===== src/rtl/bikelight_pkg.sv =====
`default_nettype none
// ============================================================================
//  Module   : bikelight_pkg
//  Purpose  : Shared mode encodings and mode sequencing helper for the
//             bike light controller.
//  Revision : 1.0 - initial release
// ============================================================================
package bikelight_pkg;

    // Light modes; encodings are visible on the mode output port
    typedef enum logic [1:0] {
        MODE_OFF   = 2'b00,
        MODE_ON    = 2'b01,
        MODE_BLINK = 2'b10,
        MODE_DIM   = 2'b11
    } mode_t;

    // Short-press sequence: OFF -> ON -> BLINK -> DIM -> OFF
    function automatic mode_t next_mode(input mode_t m);
        case (m)
            MODE_OFF:   return MODE_ON;
            MODE_ON:    return MODE_BLINK;
            MODE_BLINK: return MODE_DIM;
            MODE_DIM:   return MODE_OFF;
            default:    return MODE_OFF;
        endcase
    endfunction

endpackage : bikelight_pkg
`default_nettype wire


===== src/rtl/bikelight_controller_modcounter.sv =====
`default_nettype none
// ============================================================================
//  Module   : modcounter
//  Purpose  : Modulo-N counter (0..N-1) with enable, synchronous restart and
//             a wrap pulse on the terminal count.
//  Revision : 1.0 - initial release
// ============================================================================
module modcounter #(
    parameter int N = 4,
    parameter int W = (N > 1) ? $clog2(N) : 1
) (
    input  logic         clk,
    input  logic         reset,
    input  logic         restart,
    input  logic         en,
    output logic [W-1:0] count,
    output logic         wrap
);

    logic [W-1:0] count_q;
    logic [W-1:0] count_d;

    // Terminal count only counts as a wrap while the counter is advancing
    assign wrap  = en && (count_q == W'(N - 1));
    assign count = count_q;

    // Next count: restart has priority, otherwise advance and wrap at N-1
    always_comb begin
        count_d = count_q;
        if (restart) begin
            count_d = '0;
        end else if (en) begin
            count_d = wrap ? '0 : count_q + W'(1);
        end
    end

    // Count register with synchronous reset
    always_ff @(posedge clk) begin
        if (reset) begin
            count_q <= '0;
        end else begin
            count_q <= count_d;
        end
    end

endmodule : modcounter
`default_nettype wire


===== src/rtl/bikelight_controller.sv =====
`default_nettype none
// ============================================================================
//  Module   : bikelight_controller
//  Purpose  : Bike light mode controller. Short presses step the mode
//             OFF -> ON -> BLINK -> DIM -> OFF, a long hold forces OFF, and
//             the LED drive is decoded from registered state only.
//  Revision : 1.0 - initial release
// ============================================================================
module bikelight_controller
    import bikelight_pkg::*;
#(
    parameter int BLINK_HALF = 5000,
    parameter int DIM_PERIOD = 4,
    parameter int DIM_ON     = 1,
    parameter int LONG_PRESS = 2000
) (
    input  logic       clk,
    input  logic       reset,
    input  logic       btn_rise,
    input  logic       btn_level,
    output logic       led,
    output logic [1:0] mode
);

    localparam int BLINK_W = (BLINK_HALF > 1) ? $clog2(BLINK_HALF) : 1;
    localparam int DIM_W   = (DIM_PERIOD > 1) ? $clog2(DIM_PERIOD) : 1;
    localparam int HOLD_W  = (LONG_PRESS > 1) ? $clog2(LONG_PRESS) : 1;

    // Reject parameter sets the counters cannot represent
    if (BLINK_HALF < 1) begin : g_bad_blink_half
        $error("bikelight_controller: BLINK_HALF must be >= 1");
    end
    if (DIM_PERIOD < 1) begin : g_bad_dim_period
        $error("bikelight_controller: DIM_PERIOD must be >= 1");
    end
    if (DIM_ON < 0 || DIM_ON > DIM_PERIOD) begin : g_bad_dim_on
        $error("bikelight_controller: DIM_ON must be in 0..DIM_PERIOD");
    end
    if (LONG_PRESS < 2) begin : g_bad_long_press
        $error("bikelight_controller: LONG_PRESS must be >= 2");
    end

    mode_t              mode_q;
    mode_t              mode_d;
    logic [HOLD_W-1:0]  hold_cnt_q;
    logic [HOLD_W-1:0]  hold_cnt_d;
    logic               long_fired_q;
    logic               long_fired_d;
    logic               blink_phase_q;
    logic               blink_phase_d;
    logic               force_off;

    logic               blink_run;
    logic               blink_wrap;
    logic [BLINK_W-1:0] blink_cnt;
    logic               dim_run;
    logic               dim_wrap;
    logic [DIM_W-1:0]   dim_cnt;

    // Hold tracking and mode sequencing; force-OFF overrides any short press
    always_comb begin
        hold_cnt_d   = '0;
        long_fired_d = 1'b0;
        force_off    = btn_level && (hold_cnt_q == HOLD_W'(LONG_PRESS - 1))
                       && !long_fired_q;
        if (btn_level) begin
            hold_cnt_d   = (hold_cnt_q == HOLD_W'(LONG_PRESS - 1)) ?
                           hold_cnt_q : hold_cnt_q + HOLD_W'(1);
            long_fired_d = long_fired_q || force_off;
        end

        mode_d = mode_q;
        if (force_off) begin
            mode_d = MODE_OFF;
        end else if (btn_rise && !long_fired_q) begin
            mode_d = next_mode(mode_q);
        end
    end

    // Counters run only while staying in their mode; entering or leaving clears them
    assign blink_run = (mode_q == MODE_BLINK) && (mode_d == MODE_BLINK);
    assign dim_run   = (mode_q == MODE_DIM)   && (mode_d == MODE_DIM);

    // Blink phase starts high on entry, toggles at each half-period wrap
    always_comb begin
        blink_phase_d = 1'b0;
        if (mode_d == MODE_BLINK) begin
            if (mode_q != MODE_BLINK) begin
                blink_phase_d = 1'b1;
            end else begin
                blink_phase_d = blink_wrap ? ~blink_phase_q : blink_phase_q;
            end
        end
    end

    // State registers with synchronous reset
    always_ff @(posedge clk) begin
        if (reset) begin
            mode_q        <= MODE_OFF;
            hold_cnt_q    <= '0;
            long_fired_q  <= 1'b0;
            blink_phase_q <= 1'b0;
        end else begin
            mode_q        <= mode_d;
            hold_cnt_q    <= hold_cnt_d;
            long_fired_q  <= long_fired_d;
            blink_phase_q <= blink_phase_d;
        end
    end

    modcounter #(
        .N (BLINK_HALF),
        .W (BLINK_W)
    ) u_blink_cnt (
        .clk     (clk),
        .reset   (reset),
        .restart (!blink_run),
        .en      (blink_run),
        .count   (blink_cnt),
        .wrap    (blink_wrap)
    );

    modcounter #(
        .N (DIM_PERIOD),
        .W (DIM_W)
    ) u_dim_cnt (
        .clk     (clk),
        .reset   (reset),
        .restart (!dim_run),
        .en      (dim_run),
        .count   (dim_cnt),
        .wrap    (dim_wrap)
    );

    // LED decode from registered state only, so no input can glitch the pin
    always_comb begin
        led = 1'b0;
        case (mode_q)
            MODE_OFF:   led = 1'b0;
            MODE_ON:    led = 1'b1;
            MODE_BLINK: led = blink_phase_q;
            MODE_DIM:   led = (32'(dim_cnt) < DIM_ON);
            default:    led = 1'b0;
        endcase
    end

    assign mode = mode_q;

endmodule : bikelight_controller
`default_nettype wire


===== config.mk =====
export PLATFORM = sky130hd
export DESIGN_NAME = bikelight_controller
export DESIGN_NICKNAME = d
export VERILOG_FILES = /design/src/rtl/bikelight_pkg.sv /design/src/rtl/bikelight_controller_modcounter.sv /design/src/rtl/bikelight_controller.sv
export SDC_FILE = /design/constraint.sdc
export NUM_CORES = 1
export LEC_CHECK = 0
export CORE_MARGIN = 4
export CORE_UTILIZATION = 45
export CTS_CLUSTER_DIAMETER = 60
export DETAILED_ROUTE_END_ITERATION = 10
export HOLD_SLACK_MARGIN = 0.15
export PLACE_DENSITY = 0.7
export SLEW_MARGIN = 20
export SYNTH_ARGS = -nofsm -noshare
export SYNTH_HDL_FRONTEND = slang
export SYNTH_HIERARCHICAL = 1
export SYNTH_SLANG_ARGS = --single-unit

===== constraint.sdc =====
create_clock -name clk -period 3 [get_ports clk]
set_clock_uncertainty 0.1 [all_clocks]
set_input_delay 0.45 -clock clk [delete_from_list [all_inputs] [get_ports clk]]
set_output_delay 0.45 -clock clk [all_outputs]
set_load 0.01 [all_outputs]

# [Yosys cells after proc, flatten, opt, wreduce, memory -nomap -nowiden]
# Cells that the tools add are included.
# Widths: inputs -> output; s select.
[word_totals] output_inout_bits=3 wordCells=45 in_bits=4 reg_bits=30
[classes] order_cmp=1 n_mux=6 eq_ne=9 reduce_logical=15 n_addsub=3 n_bitwise=5
[ops] cell="$add 13x1->13 const B" count=1
[ops] cell="$eq 13x13->1 const B" count=1
[ops] cell="$add 11x1->11 const B" count=1
[ops] cell="$eq 11x11->1 const B" count=1
[ops] cell="$eq 2x2->1 const B" count=5
[ops] cell="$pmux 2 s4" count=1
[ops] cell="$logic_and 1x1->1" count=7
[ops] cell="$reduce_or 3->1" count=2
[ops] cell="$not 1->1" count=5
[ops] cell="$mux 2" count=2
[ops] cell="$pmux 1 s4" count=1
[ops] cell="$reduce_or 2->1" count=2
[ops] cell="$add 2x1->2 const B" count=1
[ops] cell="$eq 2x1->1 const B" count=1
[ops] cell="$logic_not 2->1" count=1
[ops] cell="$lt 2x1->1 const B" count=1
[ops] cell="$mux 1" count=2
[ops] cell="$ne 2x2->1 const B" count=1
[ops] cell="$reduce_bool 2->1" count=1
[ops] cell="$logic_not 1->1" count=1
[ops] cell="$logic_or 1x1->1" count=1

# [Longest topological paths before layout]
[depth] depth_word=9 ltp_mapped=10 depth_no_buf=10

# [Hierarchy]
# Netlist, hierarchy kept.
[by_module_without_submodules] module="bikelight_controller" seq_area_each_um2=300.3 n_inst=1 area_each_um2=765.7 cells_each=85
[by_module_without_submodules] module="modcounter (u_blink_cnt)" seq_area_each_um2=260.2 n_inst=1 area_each_um2=611.8 cells_each=67
[by_module_without_submodules] module="modcounter (u_dim_cnt)" seq_area_each_um2=40.0 n_inst=1 area_each_um2=101.3 cells_each=9

# [Worst setup path after synthesis]
# Ideal clock, no wire load.
[synth_timing] path_type="reg-to-reg" start="register hold_cnt_q[0]" end="register u_blink_cnt.count_q[10], in the netlist u_blink_cnt/count[10]" path_buffers=1 t_required_ns=2.836 arrival_ns=2.365 setup_slack_ns=0.471 period_less_slack_ns=2.529 setup_ns=0.064 stages_incl_launch_ff=11 path_cell_list="dfxtp_1 ha_1 nand3_4 nor4_4 a31oi_2 and4_1 nand3_1 nor4_1 or3_1 buf_4 nor2_1"
[synth_between] elab_chain_cells=8 elab_cells_between_ends=9 classes_between="2 x eq/ne; 1 x mux; 1 x bitwise; 5 x reduce/logical"
[synth_lines] item="start: declaration" line="bikelight_controller.sv:45" source="logic [HOLD_W-1:0] hold_cnt_q;"
[synth_lines] item="start signal: assignment" line="bikelight_controller.sv:105" source="hold_cnt_q <= hold_cnt_d;"
[synth_lines] item="$eq 11x11->1" line="bikelight_controller.sv:64" source="force_off = btn_level && (hold_cnt_q == HOLD_W'(LONG_PRESS - 1))"
[synth_lines] item="$logic_and 1x1->1" line="bikelight_controller.sv:64"
[synth_lines] item="$logic_and 1x1->1" line="bikelight_controller.sv:65" source="&& !long_fired_q;"
[synth_lines] item="$mux 2" line="bikelight_controller.sv:73" source="if (force_off) begin"
[synth_lines] item="$eq 2x2->1" line="bikelight_controller.sv:81" source="assign blink_run = (mode_q == MODE_BLINK) && (mode_d == MODE_BLINK);"
[synth_lines] item="$logic_and 1x1->1" line="bikelight_controller.sv:81"
[synth_lines] item="net blink_run" line="bikelight_controller.sv:53" source="logic blink_run;"
[synth_lines] item="$logic_and 1x1->1" line="bikelight_controller_modcounter.sv:24" source="assign wrap = en && (count_q == W'(N - 1));"
[synth_lines] item="net blink_wrap" line="bikelight_controller.sv:54" source="logic blink_wrap;"
[synth_lines] item="$reduce_or 3->1 (no line)"
[synth_lines] item="end signal: assignment" line="bikelight_controller_modcounter.sv:42" source="count_q <= count_d;"
[synth_lines] item="end: declaration" line="bikelight_controller_modcounter.sv:20" source="logic [W-1:0] count_q;"
# The timed path passes the listed nets, and every way through them passes these cells.
# A chain may end at the register's enable or synchronous reset.

# [Worst setup path after layout]
[layout_timing] start="register hold_cnt_q[0]" end="register blink_phase_q"
[layout_between] elab_chain_cells=8 elab_cells_between_ends=10 classes_between="2 x eq/ne; 1 x mux; 1 x bitwise; 6 x reduce/logical"
[layout_lines] item="$eq 11x11->1" line="bikelight_controller.sv:64"
[layout_lines] item="$logic_and 1x1->1" line="bikelight_controller.sv:64"
[layout_lines] item="$logic_and 1x1->1" line="bikelight_controller.sv:65"
[layout_lines] item="$mux 2" line="bikelight_controller.sv:73"
[layout_lines] item="$eq 2x2->1" line="bikelight_controller.sv:81"
[layout_lines] item="$logic_and 1x1->1" line="bikelight_controller.sv:81"
[layout_lines] item="net blink_run" line="bikelight_controller.sv:53"
[layout_lines] item="$logic_and 1x1->1" line="bikelight_controller_modcounter.sv:24"
[layout_lines] item="net blink_wrap" line="bikelight_controller.sv:54"
[layout_lines] item="$reduce_bool 2->1 (no line)"
[layout_lines] item="end signal: assignment" line="bikelight_controller.sv:107" source="blink_phase_q <= blink_phase_d;"
[layout_lines] item="end: declaration" line="bikelight_controller.sv:49" source="logic blink_phase_q;"
# The timed path passes the listed nets, and every way through them passes these cells.

==> metrics.txt <==
outcome=finished clean; Hold WC Path Type=register to register; yosys warns=6; vias per cell=5.271; Pins Over Slew Limit=0; DR WL/cell=12.61 um; PortBufs=6; Register Area=600.6 um^2; Worst setup EP type=register; Die H=65.21 um; MaxCap Viol Count=0; Hold WS=around 430 ps; Gates resized, CTS repair=0; largest net degree at the start of global routing=14; Cell Area, Placed=about 1600 um^2; GRT overflow=0; # fillers=approximately 300; row cnt=20; Final Wtd Congestion=~0.74; Setup Viol. Count Final=0; first-pass iteration count of the detailed router=4; core area=3103 um^2; total track usage=between 10 and 15%; Non-Filler Instances=218; Syn Inst Count=160; detailed-route wire length=2750 um; slowest stage delay, CP=around 370 ps; critical path's top delay family=simple AND/OR/NAND/NOR gates; Layout area overhead=12.40%; I/O pin total=7; setup tns final=0 ps; multi-input logic area=842.1 um^2; Layout Nets=183; mapped cell area=1473 um^2; die width=roughly 65 um; Worst Path Arrival=between 2000 and 3000 ps; die area=approximately 4300 um^2; maximum vdd drop=0.2593 mV; Setup Crit Path Kind=register to register; vias=1,149; final setup margin=382.7 ps; f_max=0.3821 GHz; placed cells=210; CTS root buffer=clkbuf_4; crit-path cells=ha_1, nand3_4, nor4_4, a31oi_2, and4_1, nand3_1, nor4_1, xnor2_1, and2_1, nor4b_1; vias in the first global route=1,132; syn_area_per_cell=approximately 9.2 um^2; Req. time, crit path=3140 ps; Clock Pin Slew Worst Setup and Hold Paths=100 ps; global-route wire length before repair=4809 um; PD cells=427.6 nW/um^2; layout cell share with drive strength beyond 1=10.92%; initial antenna violation count=0; syn nets=170; Initial DRC Count=between 40 and 50; RSZ-0062 raised after global routing=no; pre-CTS WS=94.82 ps; Tcrit/Tclk final=87.24%; clk_lat worst skew=320 ps; CP startpoint kind=register; Final HPWL DP=2054 um; ant diodes=0; clock buffer depth=2; CTS tree=done; H-tree depth=2; initial cell density of the core=47.46%; post-CTS setup buffer count=0; clock sinks=30; worst-margin pin slew=~460 ps; slowest cell on the critical path=dfxtp_1; number of remaining DRC errors=0; Final Hold Vio Count=0; Design Area, Final=approximately 1700 um^2; Critical Path Fanout Max=8; total CTS buffers=5; cts hold-fix bufs=0; CP Buf/Inv Count=0; Final Total Pwr=around 0.71 mW; Max transition margin=69.18%; min Tclk post-route=2617 ps; Leak=about 0.56 nW; post-layout utilization of the core=roughly 53%; final antenna-violating net count=0
[layout make-up]
| type | instances | area share (%) |
|---|---|---|
| Sequential cell | 30 | 36.28 |
| Multi-Input combinational cell | 123 | 50.87 |
| Tap cell | 44 | 3.326 |
| Clock inverter | 1 | 0.3023 |
| Clock buffer | 7 | 3.326 |
| Inverter | 4 | 0.9070 |
| Timing Repair Buffer | 9 | 4.989 |
[layer usage]
metal	global-route usage, %	wire (um)	up-vias
met5	0	0	-
met4	6.218	29	0
met3	5.641	81	5
met2	25.79	1425	12
met1	15.89	1214	536
li1	-	-	596
[power by group]
part	switching, mW	total, mW	leakage, nW	internal (mW)
registers	0.00489	0.407	0.242	0.402
logic	0.0259	0.0522	0.282	0.0262
clock network	0.135	0.248	0.0353	0.113
[worst reg2reg max path, stage by stage (launching register included)]
cell and delay [ps]:
dfxtp_1 370, ha_1 260, nand3_4 140, nor4_4 70, a31oi_2 210, and4_1 340
nand3_1 150, nor4_1 370, xnor2_1 100, and2_1 170, nor4b_1 250
[path summary, 6_finish.rpt]
path | start | end | slack (ps) | cells after the start
hold reg to reg | long_fired_q | long_fired_q | 430 | 2
setup / recovery | hold_cnt_q[0] | blink_phase_q | 380 | 10
setup reg to reg | hold_cnt_q[0] | blink_phase_q | 380 | 10
hold / removal | long_fired_q | long_fired_q | 430 | 2
[flip-flops by register name, summed over array words and instances, names as in the netlist]
name               cells
mode                   2
u_dim_cnt/count        2
hold_cnt_q            11
long_fired_q           1
blink_phase_q          1
u_blink_cnt/count     13
[cell usage in the layout (no fill, tap or decap), types with 2 or more instances in the layout]
cell,instances
ha_1,6
nor3_1,10
nand4_1,7
nor4_1,2
nand3_1,7
inv_1,4
nor2_1,23
clkbuf_4,5
a21oi_1,3
buf_4,3
xnor2_1,6
or3_1,2
and2_1,2
and4_1,3
clkdlybuf4s50_1,6
xor2_1,12
nand2b_1,5
mux2i_1,3
and4_2,2
nor3b_1,2
nand2_1,7
and3_1,3
dfxtp_1,30
a31oi_1,2
Note: power is estimated with default switching activity, not from simulation.
